$ cat src/rtl/wb_commit_buffer.sv
// In-order writeback buffer: dual allocate, dual out-of-order
// completion, up to two in-order retires per cycle onto the regfile.
module wb_commit_buffer #(
  parameter int DEPTH  = 8,
  parameter int TAG_W  = 3,
  parameter int DATA_W = 32,
  parameter int REG_W  = 5
) (
  input  logic              clk,
  input  logic              reset,
  input  logic              flush,
  input  logic              alloc_valid_1,
  input  logic              alloc_valid_2,
  input  logic [REG_W-1:0]  alloc_rd_1,
  input  logic [REG_W-1:0]  alloc_rd_2,
  input  logic              alloc_we_1,
  input  logic              alloc_we_2,
  output logic              alloc_ready,
  output logic [TAG_W-1:0]  alloc_tag_1,
  output logic [TAG_W-1:0]  alloc_tag_2,
  input  logic              cmp_valid_a,
  input  logic              cmp_valid_b,
  input  logic [TAG_W-1:0]  cmp_tag_a,
  input  logic [TAG_W-1:0]  cmp_tag_b,
  input  logic [DATA_W-1:0] cmp_data_a,
  input  logic [DATA_W-1:0] cmp_data_b,
  output logic [REG_W-1:0]  rd_1,
  output logic [REG_W-1:0]  rd_2,
  output logic [DATA_W-1:0] writedata_1,
  output logic [DATA_W-1:0] writedata_2,
  output logic              reg_write_1,
  output logic              reg_write_2,
  output logic [TAG_W:0]    count,
  output logic              empty
);

  localparam logic [TAG_W:0] MAX_FILL = (TAG_W+1)'(DEPTH - 2);

  logic [DEPTH-1:0]  valid_q;
  logic [DEPTH-1:0]  done_q;
  logic [DEPTH-1:0]  we_q;
  logic [REG_W-1:0]  rd_q   [DEPTH];
  logic [DATA_W-1:0] data_q [DEPTH];
  logic [TAG_W-1:0]  head_q;
  logic [TAG_W-1:0]  tail_q;
  logic [TAG_W:0]    count_q;

  logic [TAG_W-1:0] head_1;
  logic [TAG_W-1:0] tail_1;
  logic             ret_1;
  logic             ret_2;
  logic             wr_1;
  logic             wr_2;
  logic             same_rd;
  logic             do_a1;
  logic             do_a2;
  logic             cmp_a_ok;
  logic             cmp_b_ok;
  logic [TAG_W:0]   alloc_n;
  logic [TAG_W:0]   ret_n;

  assign head_1 = head_q + TAG_W'(1);
  assign tail_1 = tail_q + TAG_W'(1);

  assign count       = count_q;
  assign empty       = (count_q == '0);
  assign alloc_ready = (count_q <= MAX_FILL);
  assign alloc_tag_1 = tail_q;
  assign alloc_tag_2 = tail_1;

  // Retire decode from registered state; port 2 only follows port 1.
  always_comb begin
    ret_1   = 1'b0;
    ret_2   = 1'b0;
    wr_1    = 1'b0;
    wr_2    = 1'b0;
    same_rd = 1'b0;
    ret_1   = valid_q[head_q] & done_q[head_q];
    ret_2   = ret_1 & valid_q[head_1] & done_q[head_1];
    wr_1    = we_q[head_q] & (rd_q[head_q] != '0);
    wr_2    = we_q[head_1] & (rd_q[head_1] != '0);
    same_rd = (rd_q[head_q] == rd_q[head_1]);
  end

  // Allocation and completion qualifiers; pipe A owns a shared tag.
  always_comb begin
    do_a1    = alloc_valid_1 & alloc_ready;
    do_a2    = do_a1 & alloc_valid_2;
    cmp_a_ok = cmp_valid_a & valid_q[cmp_tag_a]
             & ~done_q[cmp_tag_a];
    cmp_b_ok = cmp_valid_b & valid_q[cmp_tag_b]
             & ~done_q[cmp_tag_b]
             & ~(cmp_valid_a && cmp_tag_a == cmp_tag_b);
    alloc_n  = (TAG_W+1)'(do_a1) + (TAG_W+1)'(do_a2);
    ret_n    = (TAG_W+1)'(ret_1) + (TAG_W+1)'(ret_2);
  end

  // Entry table, pointers and occupancy.
  always_ff @(posedge clk) begin
    if (reset || flush) begin
      valid_q <= '0;
      done_q  <= '0;
      head_q  <= '0;
      tail_q  <= '0;
      count_q <= '0;
    end else begin
      if (ret_1) valid_q[head_q] <= 1'b0;
      if (ret_2) valid_q[head_1] <= 1'b0;
      if (do_a1) begin
        valid_q[tail_q] <= 1'b1;
        done_q[tail_q]  <= 1'b0;
        we_q[tail_q]    <= alloc_we_1;
        rd_q[tail_q]    <= alloc_rd_1;
      end
      if (do_a2) begin
        valid_q[tail_1] <= 1'b1;
        done_q[tail_1]  <= 1'b0;
        we_q[tail_1]    <= alloc_we_2;
        rd_q[tail_1]    <= alloc_rd_2;
      end
      if (cmp_a_ok) begin
        done_q[cmp_tag_a] <= 1'b1;
        data_q[cmp_tag_a] <= cmp_data_a;
      end
      if (cmp_b_ok) begin
        done_q[cmp_tag_b] <= 1'b1;
        data_q[cmp_tag_b] <= cmp_data_b;
      end
      head_q  <= head_q + ret_n[TAG_W-1:0];
      tail_q  <= tail_q + alloc_n[TAG_W-1:0];
      count_q <= count_q + alloc_n - ret_n;
    end
  end

  // Registered write ports; younger result wins a shared rd.
  always_ff @(posedge clk) begin
    if (reset) begin
      rd_1        <= '0;
      rd_2        <= '0;
      writedata_1 <= '0;
      writedata_2 <= '0;
      reg_write_1 <= 1'b0;
      reg_write_2 <= 1'b0;
    end else if (flush) begin
      reg_write_1 <= 1'b0;
      reg_write_2 <= 1'b0;
    end else begin
      reg_write_1 <= ret_1 & wr_1
                   & ~(ret_2 & wr_2 & same_rd);
      reg_write_2 <= ret_2 & wr_2;
      if (ret_1) begin
        rd_1        <= rd_q[head_q];
        writedata_1 <= data_q[head_q];
      end
      if (ret_2) begin
        rd_2        <= rd_q[head_1];
        writedata_2 <= data_q[head_1];
      end
    end
  end

endmodule
$ cat config.mk
export PLATFORM = sky130hd
export DESIGN_NAME = wb_commit_buffer
export DESIGN_NICKNAME = d
export VERILOG_FILES = /design/src/rtl/wb_commit_buffer.sv
export SDC_FILE = /design/constraint.sdc
export NUM_CORES = 1
export LEC_CHECK = 0
export ABC_AREA = 1
export BUFFER_PORTS_ARGS = -buffer_cell sky130_fd_sc_hd__buf_2
export CORE_AREA = 3 3 229 231
export CTS_BUF_LIST = sky130_fd_sc_hd__clkbuf_4
export DETAILED_ROUTE_END_ITERATION = 16
export DIE_AREA = 0 0 232 234
export HOLD_SLACK_MARGIN = 0.06
export PLACE_DENSITY = 0.65
export SYNTH_ARGS = -nofsm -noshare
export SYNTH_HDL_FRONTEND = slang
export SYNTH_SLANG_ARGS = --single-unit
$ cat constraint.sdc
create_clock -name clk -period 3.6 [get_ports clk]
set_input_delay 0.36 -clock clk [delete_from_list [all_inputs] [get_ports clk]]
set_output_delay 0.36 -clock clk [all_outputs]
set_load 0.005 [all_outputs]
; ---- After elaboration in Yosys (flattened, before gate mapping)
; Memories as Yosys holds them, arrays and structs flattened. A register that Yosys moved wholly into a read port is not among the register bits.
; Index checks and enable logic that the tools add are counted.
[totals]
ff_bits = 46
ram_bits = 296
inputBits = 89
output_inout_bits = 88
wordCells = 146
mem_count = 2
[classes]
add_sub_neg = 8
magnitude_cmp = 13
eq_ne = 2
muxes = 64
bitwise = 33
reduce_logical = 14
[memory_table]
columns = memory, words, width, rd, rd_clocked_by_memory_dff, write_ports, line
row1 = data_q, 8, 32, 2, 2, 2, 43  ; logic [DATA_W-1:0] data_q [DEPTH];
row2 = rd_q, 8, 5, 2, 1, 2, 42  ; logic [REG_W-1:0] rd_q [DEPTH];
[op_table]
columns = cell, n
row1 = 2-to-1 mux 8 bit, 17
row2 = AND 8 bit, 4
row3 = inverter 8 bit, 4
row4 = OR 8 bit, 4
row5 = binary-select mux 1 bit (select 3 bit), 10
row6 = 2-to-1 mux 1 bit, 28
row7 = "less-than comparator 3 x 4 -> 1 bit, second input constant", 6
row8 = demux 1 bit (select 3 bit), 6
row9 = ">= comparator 3 x 1 -> 1 bit, second input constant", 6
row10 = AND 1 bit, 16
row11 = bitwise mux 8 bit, 2
row12 = nonzero test 5 bit, 2
row13 = logical AND 1 bit, 7
row14 = "adder 3 x 1 -> 3 bit, second input constant", 2
row15 = adder 3 x 2 -> 3 bit, 2
row16 = equality test 5 bit, 1
row17 = inverter 1 bit, 5
row18 = adder 1 x 1 -> 2 bit, 2
row19 = adder 4 x 2 -> 4 bit, 1
row20 = "<= comparator 4 x 3 -> 1 bit, second input constant", 1
row21 = logical NOT 4 bit, 1
row22 = AND reduction 2 bit, 2
row23 = subtractor 4 x 2 -> 4 bit, 1
row24 = equality test 3 bit, 1
row25 = 3 further kinds, 3

; ---- Longest topological paths before layout
; Gate-level depths: netlist of the first run.
[logic_depth]
depth_word = 16
ltp_mapped = 19
ltp_nobuf = 19

; ---- Least setup slack after synthesis of the first run
; No wires, ideal clock.
[synth_timing]
kind = reg2reg
startpoint = reg head_q[0]
endpoint = reg count_q[2], in the netlist count[2]
setup_time_ns = 0.128
t_arrival_ns = 2.875
t_required_ns = 3.472
slack_ns = 0.597
stages_incl_launch_ff = 19
path_buffers = 0
period_less_slack_ns = 3.003
cell_sequence = dfxtp_1 -> ha_1 -> inv_1 -> nand2_1 -> nand2_2 -> nand2_1 -> inv_1 -> nand2_1 -> nand2_1 -> nor2_1 -> nand2_1 -> nor2_2 -> ha_1 -> ha_1 -> inv_1 -> ha_1 -> fa_1 -> xnor2_1 -> nor2_1
[synth_via]
elab_chain_cells = 7
word_cells_on_any_way = 14
cone_classes = add/sub (3) / mux (8) / bitwise (3)
[synth_rtl]
columns = item, line
row1 = "start, declared", 44  ; logic [TAG_W-1:0] head_q;
row2 = "start signal, assigned", 129  ; head_q <= head_q + ret_n[TAG_W-1:0];
row3 = adder 3 x 1 -> 3 bit or binary-select mux 1 bit (select 3 bit) (tied branches), "62, 78"
row4 = binary-select mux 1 bit (select 3 bit) or 2-to-1 mux 1 bit (tied branches), "79, 78"
row5 = 2-to-1 mux 1 bit (implied by the code) or AND 1 bit (tied branches), "79, 78"
row6 = AND 1 bit (2 in series), 79  ; ret_2 = ret_1 & valid_q[head_1] & done_q[head_1];
row7 = adder 1 x 1 -> 2 bit *, 95  ; ret_n = (TAG_W+1)'(ret_1) + (TAG_W+1)'(ret_2);
row8 = subtractor 4 x 2 -> 4 bit *, 131  ; count_q <= count_q + alloc_n - ret_n;
row9 = "end signal, assigned", 131
row10 = "end, declared", 46  ; logic [TAG_W:0] count_q;
; Mark *: on every way between the ends. The rest lies on a longest branch, timed or not. The select of a mux whose other input is x is not followed.
; A chain may end at the register's enable or synchronous reset.

; ---- Worst setup path in the final report of the first run
[layout_timing]
startpoint = reg head_q[0]
endpoint = reg writedata_1[24], read port of data_q
[layout_via]
elab_chain_cells = 4
word_cells_on_any_way = 6
cone_classes = mux (4) / bitwise (1) / reduce/logical (1)
[layout_rtl]
columns = item, line
row1 = binary-select mux 1 bit (select 3 bit), 78  ; ret_1 = valid_q[head_q] & done_q[head_q];
row2 = 2-to-1 mux 1 bit (implied by the code), 78
row3 = AND 1 bit, 78
row4 = AND reduction 2 bit (no line), --
row5 = "end, declared", 29  ; output logic [DATA_W-1:0] writedata_1,
; Parallel ways exist; a longest one is shown, timed or not. The select of a mux whose other input is x is not followed.

==> impl_results.md, run 1 <==
- Setup TNS: 0 ns
- Number of synthesized register bits: 406
- Initial core utilization: 45.2%
- CTS tree: done
- Clock Latency Late Sink: 0.92 ns
- Area delta synth->final: 18.4%
- Final Max Tran Viols: 0
- RSZ-0062 raised after global routing: no
- Rows: 82
- WP data required: 4.39 ns
- Worst slew margin relative to its limit: 34.1%
- Grt total ovfl: 0
- Cells after synthesis: 2958
- Core Area: 50300 um^2
- Die Wd: 232 um
- Vias in the first global route: 21770
- Post-CTS Resized: 0
- Antenna violations before repair: 6
- Clock-pin slew of the registers on the worst-case setup and hold paths: 0.07 ns
- Chip Height: 234 um
- Final worst-path cycle share: 93.8%
- Total die area: 54300 um^2
- EDFF count, synth: 304
- Crit path launch type: register
- Total power: 9.91 mW
- Vias/cell: 5.69
- Net count after synthesis: 3062
- Pre-antenna DRT Iters: 6
- Clock tree root buffer cell: clkbuf_4
- CP max FO: 200
- Largest net degree at the start of global routing: 201
- Total GRT Usage: 31.2%
- Setup bufs post-CTS: 0
- P_leak: 11.9 nW
- Final nets: 3335
- Max Buffers Root-to-Sink: 3
- Syn Area/Cell: 7.68 um^2
- Max Cap Viol: 0
- Int Pwr: 7.51 mW
- Switching power: 2.40 mW
- Yosys warns: 0
- Hold violation total from the final report: 0
- Status: complete, no violations
- WHS: 0.127 ns
- Final min period: 3.38 ns
- Gpl congestion: 0.954
- Num CTS Buffers: 108
- CTS Sinks: 406
- Sequential-to-total area share from yosys stat: 49.2%
- Arrival time at the worst endpoint: 4.16 ns
- DRC Markers: 0
- Hold Path Class: in2reg
- First-pass GRT wire length: 128 mm
- Routed Antenna Nets: 0
- Pwr dens: 368 nW/um^2
- Slew at the pin closest to its max-slew limit: 0.988 ns
- Crit Path Class: reg2reg
- Clock skew: 0.0758 ns
- IO Pins: 177
- Design Area, Final: 26900 um^2
- Setup Viol. Count Final: 0
- Layout cells sized above 1: 14.5%
- Placed Area: 24300 um^2
- Wire per inst: 21.5 um
- Synthesized cell area: 22700 um^2
- Reg power frac: 51.0%
- Clock Power Share: 42.8%
- Total Wirelength: 85.9 mm
- Combinational share of power: 6.2%
- Routed vias: 22723
- H-tree Lvls: 3
- CP Capture Type: register
- Top_reg_cell synth: edfxtp_1
- DP HPWL: 54.0 mm
- Port Buffers: 176
- Starting DRC count in detailed routing: 2804
- Ys async rst share: 0%
- Sw frac: 24.2%
- Fmax: 296 MHz
- Distinct cells, synth: 44
- Peak VDD IR: 0.190 mV
## stage by stage
| stage | setup WS (ns) | cells | utilization [%] |
|---|---|---|---|
| 2_1_floorplan | 0.597 | 2958 | - |
| 5_1_grt | 0.0910 | 3997 | 53.5 |
| 3_5_place_dp | 0.390 | 3671 | 48.2 |
| 3_3_place_gp | 0.509 | 3671 | 48.2 |
| 6_report | 0.224 | 3997 | 53.5 |
| 4_1_cts | 0.369 | 3992 | 53.5 |
## critical path, stage by stage (launching register included)
cell	delay (ns)
dfxtp_4	0.34
buf_4	0.36
buf_12	0.51
nand3_1	0.79
inv_1	0.64
nand2_1	0.11
nand2_1	0.09
nor2_1	0.05
a31oi_1	0.18
## cells in the final DEF (no fill, tap or decap), types with 6 or more instances in the layout
| master | n |
|---|---|
| buf_4 | 62 |
| dlygate4sd3_1 | 122 |
| a21o_1 | 21 |
| nand2_1 | 1013 |
| dfxtp_1 | 101 |
| a21oi_1 | 111 |
| clkinv_1 | 17 |
| inv_1 | 203 |
| o31ai_1 | 6 |
| o21ai_0 | 504 |
| ha_1 | 10 |
| a22oi_1 | 21 |
| or2_2 | 13 |
| a221oi_1 | 25 |
| nor3_1 | 15 |
| buf_12 | 17 |
| nor2_1 | 204 |
| inv_2 | 8 |
| nand3_1 | 56 |
| nand4_1 | 21 |
| a31oi_1 | 20 |
| a211oi_1 | 6 |
| edfxtp_1 | 304 |
| o22ai_1 | 16 |
| clkbuf_4 | 178 |
| o2111ai_1 | 9 |
| nand2_2 | 13 |
| buf_2 | 176 |
## state kept, by name, indices dropped and copies added (netlist names), 4 cells and up
register     flops
rd_2             5
rd_q            40
count            4
data_q         256
writedata_1     32
done_q           8
we_q             8
writedata_2     32
valid_q          8
rd_1             5
## power by group through the flow
stage          combinational [mW]  clock (mW)  sequential (mW)
5_1_grt                     0.690        4.53             5.05
4_1_cts                     0.603        4.28             5.06
3_3_place_gp                0.482           0             5.16
6_report                    0.613        4.24             5.06
2_1_floorplan               0.326           0             5.15
3_5_place_dp                0.498           0             5.16
## layer usage
layer | vias to the layer above | global-route usage, % | share of wire [%]
met5 | - | 0 | 0.010
met4 | 2 | 17.3 | 5.3
met3 | 307 | 7.05 | 12
met2 | 1495 | 49.9 | 45
met1 | 10429 | 39.4 | 38
li1 | 10490 | - | -
## path summary, 6_finish.rpt
path                                    start  depth (start not counted)  slack (ns)                           end
setup / recovery         head_q[0]$_SDFF_PP0_                          8        0.22  writedata_1[24]$_SDFFE_PP0P_
hold reg to reg   writedata_1[2]$_SDFFE_PP0P_                          2        0.48   writedata_1[2]$_SDFFE_PP0P_
setup reg to reg         head_q[0]$_SDFF_PP0_                          8        0.22  writedata_1[24]$_SDFFE_PP0P_
hold / removal                  alloc_valid_1                          6        0.13     alloc_tag_1[0]$_SDFF_PP0_
## layout make-up
cell class / instances / area, um^2
tap: 672 / 841
clock buffer: 178 / 1340
timing repair buffer: 377 / 2910
antenna: 5 / 12.5
clock inverter: 21 / 88.8
fill: 4754 / 23400
sequential: 406 / 11200
multi-input combinational: 2126 / 9760
inverter: 212 / 797
## cells in the mapped netlist, types with 12 or more instances
cell type	instances	area [um^2]
nand4_1	21	131
a221oi_1	25	219
nand2_1	1025	3850
inv_1	204	766
clkbuf_1	72	270
nand3_1	56	280
dfxtp_1	102	2040
nor3_1	15	75.1
a31oi_1	20	125
clkbuf_2	12	60.1
edfxtp_1	304	9130
a21oi_1	111	556
o21ai_0	504	2520
a21o_1	21	158
o22ai_1	16	100
nor2_1	205	769
buf_2	90	450
a22oi_1	21	158
buf_1	18	67.6
or2_2	13	81.3
buf_4	13	97.6
## kinds of logic (layout without fill, tap and decap cells)
logic type | count (synthesis) | after routing | synth area share, %
AO/OA/AOI/OAI | 759 | 759 | 18.3
XOR/XNOR | 6 | 6 | 0.231
adder cells (fa/ha/maj) | 15 | 15 | 0.958
buffers and inverters | 426 | 788 | 8.11
flip-flops | 406 | 406 | 49.2
other | 0 | 5 | 0
AND/OR/NAND/NOR | 1346 | 1346 | 23.2
## repair_timing
item,CTS,global route
setup endpoints to repair,0,0
hold buffers,122,0
endpoints found under the hold margin,318,0
(Power assumes the default switching activity.)
==> run 2, diff against run 1 <==
REMOVE_ABC_BUFFERS = 1   (was default)
==> run 2 against run 1 <==
  * Maximum frequency up 3.2%
  * Via count down 2.0%
  * Worst hold slack got worse by 0.0035 ns
  * Register-to-register slack better by 0.11 ns
  * Worst setup slack improved by 0.11 ns
  * Final cell count fell by 0.38%
  * Clock power shrank 4%
  * Sequential cell count did not move
  * Critical path type unchanged
  * Largest power group unchanged
==> impl_results.md, run 2 (same netlist as run 1, synthesis figures left out) <==
- Status: complete, no violations
- Die Wd: 232 um
- Total Wirelength: 79.7 mm
- Total die area: 54300 um^2
- Setup bufs post-CTS: 0
- CTS Sinks: 406
- Starting DRC count in detailed routing: 2720
- Crit Path Class: reg2reg
- Slowest cell on crit path: buf_4
- Crit path max-delay family: buffers and inverters
- P_leak: 11.8 nW
- Crit path launch type: register
- Core Area: 50300 um^2
- Vias in the first global route: 21482
- Routed vias: 22260
- Final worst-path cycle share: 90.8%
- Antenna violations before repair: 2
- Wire per inst: 20.0 um
- DP HPWL: 49.4 mm
- CTS tree: done
- WP data required: 4.42 ns
- Initial core utilization: 45.2%
- Chip Height: 234 um
- Hold violation total from the final report: 0
- Hold Path Class: in2reg
- Worst slew margin relative to its limit: 34.9%
- Gpl congestion: 0.912
- Biggest registers after layout: data_q (256), rd_q (40)
- Grt total ovfl: 0
- Layout cells sized above 1: 13.7%
- Arrival time at the worst endpoint: 4.09 ns
- CP Capture Type: register
- First-pass GRT wire length: 121 mm
- Clock skew: 0.0633 ns
- RSZ-0062 raised after global routing: no
- Final nets: 3325
- IO Pins: 177
- Dpl cells: 3661
- Port Buffers: 176
- Clock Latency Late Sink: 0.88 ns
- Clock tree root buffer cell: clkbuf_4
- Max Buffers Root-to-Sink: 3
- Finished Layout Cells: 3982
- Critical Path Max Stage Delay: 0.68 ns
- Num CTS Buffers: 107
- Register-to-Register Setup Slack: 0.33 ns
- Vias/cell: 5.59
- Fmax: 306 MHz
- DRC Markers: 0
- Flip-flop count of the largest register after layout: 256
- Area delta synth->final: 17.7%
- Pre-antenna DRT Iters: 8
- Peak VDD IR: 0.271 mV
- Rows: 82
- Most frequent cells in the layout: 1009 x nand2_1, 504 x o21ai_0, 304 x edfxtp_1, 204 x nor2_1, 203 x inv_1
- Reg with most FFs: data_q
- H-tree Lvls: 3
- Fillers: 4774
- Slew at the pin closest to its max-slew limit: 0.976 ns
- CP Cell Sequence: buf_6 > buf_4 > buf_4 > nand3_1 > buf_4 > inv_1 > a221oi_1 > nand4_1 > nor2_1 > nor2_1
- Max Cap Viol: 0
- Total GRT Usage: 29.0%
- Pwr dens: 363 nW/um^2
- CP max FO: 76
- Commonest non-fill, non-tap cell in the layout: nand2_1
- Setup Viol. Count Final: 0
- CP most frequent cell: buf_4
- Final Max Tran Viols: 0
- Largest net degree at the start of global routing: 91
- Clock-pin slew of the registers on the worst-case setup and hold paths: 0.09 ns
- Final min period: 3.27 ns
- CP Buf/Inv Count: 5
- Routed Antenna Nets: 0
- Setup TNS: 0 ns
[run 2: cell count changes in the layout (fill, tap and decap cells not counted), moves of 2 or more]
cell / before / now
clkbuf_4: 178 / 151
clkinv_1: 17 / 40
buf_4: 62 / 54
nand2_1: 1013 / 1009
nand2_2: 13 / 17
buf_12: 17 / 14
diode_2: 5 / 2
clkinv_2: 3 / 5
inv_2: 8 / 6
[run 2: layout make-up]
cell class	count	area, um^2	share of cell area (%)
Clock buffer	151	1130	4.24
Inverter	212	797	2.98
Sequential cell	406	11200	41.8
Antenna cell	2	5.00	0.0187
Timing Repair Buffer	368	2810	10.5
Clock inverter	45	209	0.782
Tap cell	672	841	3.14
Multi-Input combinational cell	2126	9770	36.5
[run 2: worst min-delay path: cells and delay by family]
family        cells  cell delay [ns]
buf+inv           2             0.21
simple gates      3             0.32
[run 2: path summary, 6_finish.rpt]
kind                                   to  depth (start not counted)                   startpoint
min                  done_q[6]$_SDFF_PP0_                          5                 cmp_tag_a[1]
max          writedata_1[12]$_SDFFE_PP0P_                         10         head_q[0]$_SDFF_PP0_
min reg2reg   writedata_2[1]$_SDFFE_PP0P_                          2  writedata_2[1]$_SDFFE_PP0P_
max reg2reg  writedata_1[12]$_SDFFE_PP0P_                         10         head_q[0]$_SDFF_PP0_
[run 2: routing by layer]
layer,track usage (%),vias to the layer above,wire [um]
met4,15.7,0,3810
met1,36.2,10256,30800
met5,0,-,0
met2,47.9,1250,37300
li1,-,10482,-
met3,5.27,272,7750
[run 2: repair_timing]
| action | 4_1_cts | 5_1_grt |
|---|---|---|
| endpoints found under the setup margin | 0 | 2 |
| endpoints found under the hold margin | 317 | 0 |
| hold buffers | 123 | 0 |
| resized for setup | 0 | 2 |
[run 2: where the power goes]
part	switching (mW)	internal [mW]	leakage, nW
sequential	0.0168	5.04	3.56
combinational	0.342	0.255	7.43
clock	2.04	2.01	0.789
[run 2: stage by stage]
stage	util [%]	setup slack [ns]	instance area, um^2	hold WS, ns	power (mW)
2_1_floorplan	-	-5.27	21700	0.429	5.43
3_3_place_gp	48.0	0.403	24200	0.461	5.63
3_5_place_dp	48.0	0.306	24200	0.466	5.64
4_1_cts	53.2	0.274	26700	0.0670	9.77
5_1_grt	53.2	0.00614	26700	0.147	10.1
6_report	53.2	0.330	26700	0.123	9.70
